<file path="src/rtl/clock_ctrl.sv">
// Alarm-clock timekeeping core: h:m:s counting chain, set/alarm mode FSM,
// alarm arming and ring timing. Buttons arrive pre-debounced as 1-cycle pulses.
module clock_ctrl #(
    parameter int unsigned SEC_MAX    = 59,
    parameter int unsigned MIN_MAX    = 59,
    parameter int unsigned HR_MAX     = 23,
    parameter int unsigned RING_TICKS = 60
) (
    input  logic       ctrl_clk,
    input  logic       ctrl_rst,
    input  logic       ctrl_tick,
    input  logic       btn_mode,
    input  logic       btn_inc,
    input  logic       btn_alarm,
    output logic [4:0] hr_out,
    output logic [5:0] min_out,
    output logic [5:0] sec_out,
    output logic [4:0] disp_hr,
    output logic [5:0] disp_min,
    output logic [2:0] mode,
    output logic       blink,
    output logic       alarm_on,
    output logic       ring
);

    localparam int unsigned RW = $clog2(RING_TICKS + 1);

    localparam logic [2:0] RUN     = 3'd0;
    localparam logic [2:0] SET_HR  = 3'd1;
    localparam logic [2:0] SET_MIN = 3'd2;
    localparam logic [2:0] AL_HR   = 3'd3;
    localparam logic [2:0] AL_MIN  = 3'd4;

    localparam logic [5:0]    SEC_LAST  = 6'(SEC_MAX);
    localparam logic [5:0]    MIN_LAST  = 6'(MIN_MAX);
    localparam logic [4:0]    HR_LAST   = 5'(HR_MAX);
    localparam logic [RW-1:0] RING_LOAD = RW'(RING_TICKS);

    logic [4:0]    hr_q, hr_d, al_hr_q, al_hr_d;
    logic [5:0]    min_q, min_d, sec_q, sec_d, al_min_q, al_min_d;
    logic [2:0]    mode_q, mode_d;
    logic          alarm_on_q, alarm_on_d, ring_q, ring_d;
    logic [RW-1:0] ring_cnt_q, ring_cnt_d;

    logic counting;
    logic advance;
    logic dismiss;

    always_comb begin
        hr_d       = hr_q;
        min_d      = min_q;
        sec_d      = sec_q;
        al_hr_d    = al_hr_q;
        al_min_d   = al_min_q;
        mode_d     = mode_q;
        alarm_on_d = alarm_on_q;
        ring_d     = ring_q;
        ring_cnt_d = ring_cnt_q;

        counting = (mode_q == RUN) || (mode_q == AL_HR) || (mode_q == AL_MIN);
        // While ringing, btn_mode is spent on dismissal and never advances the FSM.
        advance  = btn_mode && !ring_q;
        dismiss  = ring_q && (btn_mode || btn_alarm);

        if (counting && ctrl_tick) begin
            if (sec_q == SEC_LAST) begin
                sec_d = '0;
                if (min_q == MIN_LAST) begin
                    min_d = '0;
                    hr_d  = (hr_q == HR_LAST) ? '0 : hr_q + 5'd1;
                end else begin
                    min_d = min_q + 6'd1;
                end
            end else begin
                sec_d = sec_q + 6'd1;
            end
        end

        if (btn_inc && !btn_mode) begin
            case (mode_q)
                SET_HR:  hr_d     = (hr_q == HR_LAST)     ? '0 : hr_q + 5'd1;
                SET_MIN: min_d    = (min_q == MIN_LAST)   ? '0 : min_q + 6'd1;
                AL_HR:   al_hr_d  = (al_hr_q == HR_LAST)  ? '0 : al_hr_q + 5'd1;
                AL_MIN:  al_min_d = (al_min_q == MIN_LAST) ? '0 : al_min_q + 6'd1;
                default: ;
            endcase
        end

        if (advance) begin
            mode_d = (mode_q == AL_MIN) ? RUN : mode_q + 3'd1;
            if (mode_q == RUN) begin
                sec_d = '0;
            end
        end

        if (btn_alarm && !ring_q) begin
            alarm_on_d = ~alarm_on_q;
        end

        if (ring_q) begin
            if (dismiss) begin
                ring_d     = 1'b0;
                ring_cnt_d = '0;
            end else if (ctrl_tick) begin
                ring_cnt_d = ring_cnt_q - 1'b1;
                if (ring_cnt_q == RW'(1)) begin
                    ring_d = 1'b0;
                end
            end
        end else if (mode_q == RUN && !btn_mode && alarm_on_q && ctrl_tick &&
                     hr_d == al_hr_q && min_d == al_min_q && sec_d == '0) begin
            ring_d     = 1'b1;
            ring_cnt_d = RING_LOAD;
        end
    end

    always_ff @(posedge ctrl_clk) begin
        if (ctrl_rst) begin
            hr_q       <= '0;
            min_q      <= '0;
            sec_q      <= '0;
            al_hr_q    <= '0;
            al_min_q   <= '0;
            mode_q     <= RUN;
            alarm_on_q <= 1'b0;
            ring_q     <= 1'b0;
            ring_cnt_q <= '0;
        end else begin
            hr_q       <= hr_d;
            min_q      <= min_d;
            sec_q      <= sec_d;
            al_hr_q    <= al_hr_d;
            al_min_q   <= al_min_d;
            mode_q     <= mode_d;
            alarm_on_q <= alarm_on_d;
            ring_q     <= ring_d;
            ring_cnt_q <= ring_cnt_d;
        end
    end

    assign hr_out   = hr_q;
    assign min_out  = min_q;
    assign sec_out  = sec_q;
    assign mode     = mode_q;
    assign alarm_on = alarm_on_q;
    assign ring     = ring_q;
    assign blink    = (mode_q == SET_HR) || (mode_q == AL_HR);
    assign disp_hr  = (mode_q == AL_HR || mode_q == AL_MIN) ? al_hr_q  : hr_q;
    assign disp_min = (mode_q == AL_HR || mode_q == AL_MIN) ? al_min_q : min_q;

endmodule

</file>
<file path="config.mk">
export PLATFORM = sky130hd
export DESIGN_NAME = clock_ctrl
export DESIGN_NICKNAME = d
export VERILOG_FILES = /design/src/rtl/clock_ctrl.sv
export SDC_FILE = /design/constraint.sdc
export NUM_CORES = 1
export LEC_CHECK = 0
export BUFFER_PORTS_ARGS = -buffer_cell sky130_fd_sc_hd__buf_4
export CAP_MARGIN = 20
export CORE_UTILIZATION = 57
export CTS_CLUSTER_SIZE = 24
export DETAILED_ROUTE_END_ITERATION = 16
export PLACE_DENSITY_LB_ADDON = 0.3
export SYNTH_ARGS = -nofsm -noshare
export SYNTH_HDL_FRONTEND = slang
export SYNTH_SLANG_ARGS = --single-unit
</file>
<file path="constraint.sdc">
create_clock -name ctrl_clk -period 3.05 [get_ports ctrl_clk]
set_input_delay 0.1525 -clock ctrl_clk [delete_from_list [all_inputs] [get_ports ctrl_clk]]
set_output_delay 0.1525 -clock ctrl_clk [all_outputs]
set_load 0.01 [all_outputs]
</file>
# Word-level counts from Yosys, hierarchy flattened
# Cells that the tools add are included.
totals:
  ff_bits: 39
  wordCells: 83
  in_bits: 6
op_classes:
  n_reduce_logical: 24
  n_eq_ne: 13
  addsub: 7
  bitwise_logic: 1
  mux: 29
op_table:
  columns: ["op", "n"]
  rows:
  - ["$mux W6", 15]
  - ["$mux W5", 8]
  - ["$add A6 B1 Y6 const B", 3]
  - ["$eq A6 B6 Y1 const B", 3]
  - ["$logic_and A1 B1 Y1", 11]
  - ["$add A5 B1 Y5 const B", 2]
  - ["$eq A5 B5 Y1 const B", 2]
  - ["$eq A3 B2 Y1 const B", 2]
  - ["$eq A6 B1 Y1 const B", 1]
  - ["$eq A6 B6 Y1", 1]
  - ["$logic_not A6 Y1", 1]
  - ["$reduce_and A2 Y1", 3]
  - ["$sub A6 B1 Y6 const B", 1]
  - ["$eq A5 B5 Y1", 1]
  - ["$logic_or A1 B1 Y1", 5]
  - ["$mux W1", 5]
  - ["$add A3 B1 Y3 const B", 1]
  - ["$eq A3 B1 Y1 const B", 1]
  - ["$eq A3 B3 Y1 const B", 1]
  - ["$logic_not A3 Y1", 1]
  - ["$mux W3", 1]
  - ["$ne A3 B2 Y1 const B", 1]
  - ["$logic_not A1 Y1", 2]
  - ["$reduce_bool A2 Y1", 1]
  - ["$not A1 Y1", 1]

# Longest topological paths before layout
# Gate-level depths: netlist of the first run.
depth:
  word_depth: 13
  ltp_mapped: 12
  mapped_depth_nobuf: 10

# Least setup slack after synthesis of the first run
# No wires, ideal clock.
synth_timing:
  path_type: "register to register"
  startpoint: "register mode_q[2], in the netlist mode[2]"
  endpoint: "register ring_cnt_q[1]"
  setup_slack_ns: 0.251
  arrival_ns: 2.679
  period_less_slack_ns: 2.799
  t_required_ns: 2.930
  stages_incl_launch_ff: 12
  setup_ns: 0.120
  path_cell_list: "dfxtp_1 > buf_2 > inv_1 > ha_1 > o211a_2 > a21boi_4 > o21ai_0 > o31a_1 > a221o_1 > nor4_4 > a31oi_1 > o31a_1"
synth_between:
  elab_chain_cells: 13
synth_lines:
  columns: ["element", "line", "source"]
  rows:
  - ["start, declared", "41", "logic [2:0] mode_q, mode_d;"]
  - ["start signal, assigned", "134", "mode_q <= mode_d;"]
  - ["$eq A3 B2 Y1 / $logic_not A3 Y1 (equally long branches)", "60, 91, 110", null]
  - ["$logic_or A1 B1 Y1 (2 in series)", "60", "counting = (mode_q == RUN) || (mode_q == AL_HR) || (mode_q == AL_MIN);"]
  - ["$logic_and A1 B1 Y1", "65", "if (counting && ctrl_tick) begin"]
  - ["$mux W5", "65", null]
  - ["$mux W5", "80", "case (mode_q)"]
  - ["$mux W5", "79", "if (btn_inc && !btn_mode) begin"]
  - ["$eq A5 B5 Y1", "111", "hr_d == al_hr_q && min_d == al_min_q && sec_d == '0) begin"]
  - ["$logic_and A1 B1 Y1", "110", "end else if (mode_q == RUN && !btn_mode && alarm_on_q && ctrl_tick &&"]
  - ["$logic_and A1 B1 Y1", "111", null]
  - ["$logic_and A1 B1 Y1 (*)", "111", null]
  - ["$reduce_bool A2 Y1 (no source line) (*)", null, null]
  - ["$reduce_and A2 Y1 (no source line) (*)", null, null]
  - ["end signal, assigned", "137", "ring_cnt_q <= ring_cnt_d;"]
  - ["end, declared", "43", "logic [RW-1:0] ring_cnt_q, ring_cnt_d;"]
# Mark *: on every way between the ends. The rest lies on a longest branch, timed or not.
# A chain may end at the register's enable or synchronous reset.

# Worst setup path in the final report of the first run
layout_timing:
  startpoint: "register mode_q[0], in the netlist mode[0]"
  endpoint: "register ring_cnt_q[4]"
# The elaborated chain is that of the path after synthesis.

==> flow_summary.json, run 1 <==
{
  "outcome": "complete, no violations",
  "hold_slack_ns": 0.245,
  "clock-sinks": 39,
  "die-area_um2": 4960,
  "worst_hold_path_type": "in -> reg",
  "multi_input_area_um2": 1780,
  "ys_seq_area_share_pct": 29.2,
  "n_fill_cell": 354,
  "syn-instance-count": 321,
  "grt_usage_pct": 27.6,
  "diodes": 0,
  "pre_cts_ws_ns": 0.101,
  "end_kind": "flip-flop",
  "ys_warn_count": 0,
  "final_max_slew_viol_count": 0,
  "initial_core_util_pct": 60.5,
  "finalSetupViolations": 0,
  "start_kind": "flip-flop",
  "seq_area_um2": 782,
  "fin_crit_ns": 2.87,
  "final_cell_mix": "53 x buf_4, 40 x nor2_1, 38 x dfxtp_1",
  "crit_type": "reg -> reg",
  "slew_headroom_pct": 61.6,
  "yosysTopAreaCellShare_pct": 29.2,
  "num_io_pins": 40,
  "ctsHoldBuffers": 0,
  "critPathMaxFanout": 6,
  "yosys.area.top_type": "dfxtp_1",
  "setup_ws_ns": 0.184,
  "die_h_um": 70.4,
  "synthTopCellsByArea": "dfxtp_1 29%, ha_1 5.6%, nor2_1 5.6%",
  "drt_iter0_drc": 317,
  "grt_pass1_vias": 2340,
  "worstSkewPairLatency_ns": 0.31,
  "first_pass_iters": 4,
  "vias_per_cell": 6.16,
  "syn_nets": 339,
  "ys.flop_type": "dfxtp_1",
  "synth_seq_cells": 39,
  "fin_cells": 417,
  "core_area_um2": 4410,
  "drv_cap": 0,
  "worst_clock_skew_ns": 0.00692,
  "gp_congestion": 0.856,
  "cts_buffer_depth": 2,
  "rows": 24,
  "clk_transition_reported_paths_ns": 0.08,
  "drc": 0,
  "totalWireLength_mm": 6.62,
  "htreeDepth": 2,
  "finalHoldViolations": 0,
  "arrival_ns": 3.09,
  "synthArstFlopShare_pct": 0,
  "power_leakage_uw": 0.00129,
  "syn-cell-area_um2": 2670,
  "hpwl_mm": 4.71,
  "vias": 2569,
  "synth-edff-count": 0,
  "fmax_ghz": 0.349,
  "syn-mean-instance-area_um2": 8.32,
  "cts_buffers": 5,
  "grt_max_degree": 36,
  "setup_tns_ns": 0,
  "worstMarginPinSlew_ns": 0.573,
  "final_common_cell": "buf_4",
  "drive_above_1_share_pct": 24.9,
  "grt_overflow": 0,
  "period_share_pct": 94.0,
  "ant_nets": 0,
  "tritoncts": "built",
  "die_x_um": 70.4,
  "required_ns": 3.28,
  "grt_pass1_wl_mm": 11.0,
  "antenna_found_initial": 0,
  "p_per_area_nw_per_um2": 353,
  "irDropWorstVdd_v": 0.000375,
  "finalNetCount": 382,
  "area_delta_synth_final_pct": 18.9,
  "dp_cells": 406,
  "wl_per_cell_um": 15.9,
  "portBuffers": 39,
  "p_total_uw": 1120,
  "cts_root_buffer": "clkbuf_8",
  "ys_types": 59
}
## sequential cells by signal (all words and copies together) (netlist names)
register	flops
min_out	6
al_min_q	6
hr_out	5
mode	3
ring	1
al_hr_q	5
alarm_on	1
ring_cnt_q	6
sec_out	6
## Yosys cell counts (all sizes together), types with 2 or more instances
cell and n:
a2111oi 3, a211oi 6, a21boi 2, a21o 4
a21oi 25, a31oi 3, and2 2, and3 4
buf 5, clkbuf 12, dfxtp 39, ha 12
inv 9, mux2 11, mux2i 6, nand2 20
nand2b 4, nand3 12, nand3b 2, nand4 4
nand4b 4, nor2 40, nor2b 12, nor3 11
nor3b 2, nor4 5, o2111ai 4, o21ai 16
o311ai 2, o31a 2, o31ai 4, or2 2
xnor2 10, xor2 6
## cell families after synthesis
logic type / Yosys count / share of synthesized area (%)
multiplexers: 17 / 6.89
flip-flops: 39 / 29.2
AO/OA/AOI/OAI: 80 / 21.7
adder cells (fa/ha/maj): 12 / 5.62
AND/OR/NAND/NOR: 131 / 26.9
buffers and inverters: 26 / 4.36
XOR/XNOR: 16 / 5.25
## per-stage QoR
step | util [%] | cell area (um^2)
after floorplan | - | 2670
after global placement | 68.6 | 3030
after detailed placement | 68.6 | 3030
after CTS | 71.3 | 3150
after global routing | 71.9 | 3170
final | 71.9 | 3170
## critical path: stages (launching register included)
cell,delay (ns)
dfxtp_2,0.35
ha_1,0.22
ha_1,0.20
buf_4,0.15
o211ai_1,0.28
o21ai_2,0.14
a2111oi_1,0.38
o21ai_0,0.22
nor4_2,0.29
buf_4,0.17
nand4b_4,0.17
a211oi_2,0.21
## cell type report
class,count,share of cell area [%]
Tap cell,52,2.05
Sequential cell,39,24.6
Inverter,9,1.06
Multi-Input combinational cell,256,56.0
Timing Repair Buffer,53,12.5
Clock buffer,6,2.60
Clock inverter,2,1.10
## repair_timing
| item | CTS | global route |
|---|---|---|
| resized for setup | 0 | 3 |
| setup endpoints to repair | 0 | 7 |
| buffers inserted | 0 | 3 |
## final timing paths
| kind | from | end | cells past startpoint | slack [ns] |
|---|---|---|---|---|
| worst max-delay path | mode[0] | ring_cnt_q[4] | 11 | 0.18 |
| worst min-delay path | ctrl_rst | sec_out[5] | 2 | 0.25 |
| worst max register to register | mode[0] | ring_cnt_q[4] | 11 | 0.18 |
| worst min register to register | mode[0] | mode[0] | 2 | 0.56 |
## power breakdown
part	switching [uW]	internal [uW]	total (uW)
Sequential	12.7	519	532
Combinational	70.9	55.9	127
Clock	197	265	462
## layer usage
metal,global-route usage [%],up-vias,share of wire (%)
met5,0,-,0
met4,10.7,0,2.2
met3,7.36,18,7.3
met2,43.1,98,46
met1,36.2,1195,45
li1,-,1258,-
Note: power is estimated with default switching activity, not from simulation.
==> inputs of run 2 (changes only) <==
--- a/config.mk
+++ b/config.mk
@@ -8,7 +8,8 @@
 export BUFFER_PORTS_ARGS = -buffer_cell sky130_fd_sc_hd__buf_4
 export CAP_MARGIN = 20
-export CORE_UTILIZATION = 57
+export CORE_UTILIZATION = 30
 export CTS_CLUSTER_SIZE = 24
 export DETAILED_ROUTE_END_ITERATION = 16
+export HOLD_SLACK_MARGIN = 0.08
 export PLACE_DENSITY_LB_ADDON = 0.3
 export SYNTH_ARGS = -nofsm -noshare
==> constraint.sdc (replaced) <==
create_clock -name ctrl_clk -period 3.05 [get_ports ctrl_clk]
set_input_delay 0.305 -clock ctrl_clk [delete_from_list [all_inputs] [get_ports ctrl_clk]]
set_output_delay 0.305 -clock ctrl_clk [all_outputs]
set_load 0.01 [all_outputs]
==> flow_summary.json, run 2 (synthesized netlist as in run 1, its figures left out) <==
{
  "sequentialPowerShare_pct": 47.5,
  "start_kind": "flip-flop",
  "vias_per_cell": 5.21,
  "fin_util_pct": 37.4,
  "combinationalPowerShare_pct": 11.2,
  "hold_slack_ns": 0.406,
  "drt_iter0_drc": 121,
  "drv_cap": 0,
  "p_switching_uw": 279,
  "power_leakage_uw": 0.00129,
  "r2r_slack_ns": 0.24,
  "cts_root_buffer": "clkbuf_8",
  "die_x_um": 96.3,
  "clock_power_share_pct": 41.3,
  "grt_usage_pct": 15.6,
  "drc": 0,
  "totalWireLength_mm": 6.84,
  "r2r_end": "ring_cnt_q[3]",
  "die-area_um2": 9280,
  "r2r_start": "mode[0]",
  "critPathMaxFanout": 8,
  "cp_common_cell": "ha_1",
  "clk_transition_reported_paths_ns": 0.09,
  "grt_overflow": 0,
  "finalHoldViolations": 0,
  "worst_path_max_delay_cell": "a221o_1",
  "internal-power_uw": 839,
  "tritoncts": "built",
  "die_h_um": 96.3,
  "arrival_ns": 3.04,
  "crit_start": "mode[0]",
  "worstMarginPinSlew_ns": 0.541,
  "worstSkewPairLatency_ns": 0.30,
  "initial_core_util_pct": 30.8,
  "final_cell_mix": "53 x buf_4, 40 x nor2_1, 38 x dfxtp_1",
  "n_fill_cell": 918,
  "period_share_pct": 92.2,
  "finalSetupViolations": 0,
  "final_max_slew_viol_count": 0,
  "gp_congestion": 0.798,
  "final_common_cell": "buf_4",
  "first_pass_iters": 4,
  "worst_hold_path_type": "in -> reg",
  "grt_pass1_vias": 2185,
  "vias": 2464,
  "core_area_um2": 8680,
  "end_kind": "flip-flop",
  "diodes": 0,
  "path_cells": "ha_1, ha_1, o211a_4, a21boi_4, o21ai_0, o31a_1, a221o_1, nor4_4, nand4b_4, a211oi_2",
  "htreeDepth": 2,
  "ant_nets": 0,
  "setup_tns_ns": 0,
  "finalNetCount": 382,
  "clock-sinks": 39,
  "fin_crit_ns": 2.81,
  "cts_buffers": 5,
  "required_ns": 3.28,
  "switching_share_pct": 25.0,
  "num_io_pins": 40,
  "slowest_delay_ns": 0.38,
  "final_cell_area_um2": 3250,
  "grt_pass1_wl_mm": 11.1,
  "rows": 34,
  "wl_per_cell_um": 14.5,
  "place_area_um2": 3110,
  "area_delta_synth_final_pct": 21.6,
  "outcome": "complete, no violations",
  "grt_max_degree": 36,
  "slew_headroom_pct": 63.8,
  "portBuffers": 39,
  "antenna_found_initial": 0,
  "cts_buffer_depth": 2,
  "critical_path.endpoint": "ring_cnt_q[3]",
  "p_per_area_nw_per_um2": 344,
  "worst_clock_skew_ns": 0.00943,
  "crit_type": "reg -> reg",
  "irDropWorstVdd_v": 0.000176,
  "fmax_ghz": 0.355,
  "hpwl_mm": 5.04,
  "rr_worst_depth": 10,
  "drive_above_1_share_pct": 24.7
}
-- run 2: cell types whose count changed in the layout (fill, tap and decap cells not counted) --
cell and change:
a2111oi_0 +1, a2111oi_1 -1, o211a_2 -1, o21ai_1 +1, o211a_4 +1, o311ai_1 +1
o311ai_0 -1, o21ai_2 -1
-- run 2: worst min-delay path by stage --
stage / from / slack, ns / endpoint / cells past startpoint
6_report: ctrl_rst / 0.41 / sec_out[5] / 2
5_1_grt: ctrl_rst / 0.44 / sec_out[0] / 2
4_1_cts: ctrl_rst / 0.42 / sec_out[5] / 2
3_5_place_dp: alarm_on / 0.54 / alarm_on / 2
3_3_place_gp: alarm_on / 0.53 / alarm_on / 2
2_1_floorplan: min_out[1] / 0.53 / min_out[1] / 2
-- run 2: what timing repair did --
| action | in CTS | in global routing |
|---|---|---|
| endpoints found under the hold margin | 0 | 0 |
| setup buffers | 0 | 2 |
| endpoints found under the setup margin | 0 | 7 |
| gates resized for setup | 0 | 3 |
| hold buffers | 0 | 0 |
-- run 2: area by class of cell --
cell class                      count  area (um^2)  area share, %
Sequential cell                    39          782           24.1
Inverter                            9         33.8           1.04
Timing Repair Buffer               53          398           12.3
Multi-Input combinational cell    256         1780           54.8
Clock inverter                      2         35.0           1.08
Clock buffer                        6         82.6           2.54
Tap cell                          108          135           4.16
-- run 2: power by group through the flow --
stage | sequential, uW | combinational, uW | clock (uW)
after floorplan | 544 | 77.7 | 0
after global placement | 542 | 124 | 0
after detailed placement | 543 | 124 | 0
after CTS | 531 | 125 | 475
after global routing | 533 | 139 | 494
final | 531 | 126 | 461
-- run 2: through the flow --
stage / setup WS (ns) / cells / total power, uW
6_report: 0.237 / 473 / 1120
5_1_grt: -0.0146 / 473 / 1170
4_1_cts: 0.0294 / 471 / 1130
3_5_place_dp: 0.0471 / 463 / 667
3_3_place_gp: 0.134 / 463 / 666
2_1_floorplan: 0.251 / 321 / 622
-- run 2: worst max-delay path, delay by kind of cell, from the launching register on --
| family | cells | cell delay, ns |
|---|---|---|
| fa+ha+maj | 2 | 0.47 |
| flops | 1 | 0.36 |
| simple gates | 2 | 0.48 |
| compound gates | 6 | 1.42 |
-- run 2: routing by layer --
layer	GRT usage [%]	wire length (um)	vias up
met5	0	0	-
met4	5.15	61	0
met3	2.76	254	6
met2	23.8	3060	57
met1	21.9	3470	1147
li1	-	-	1254
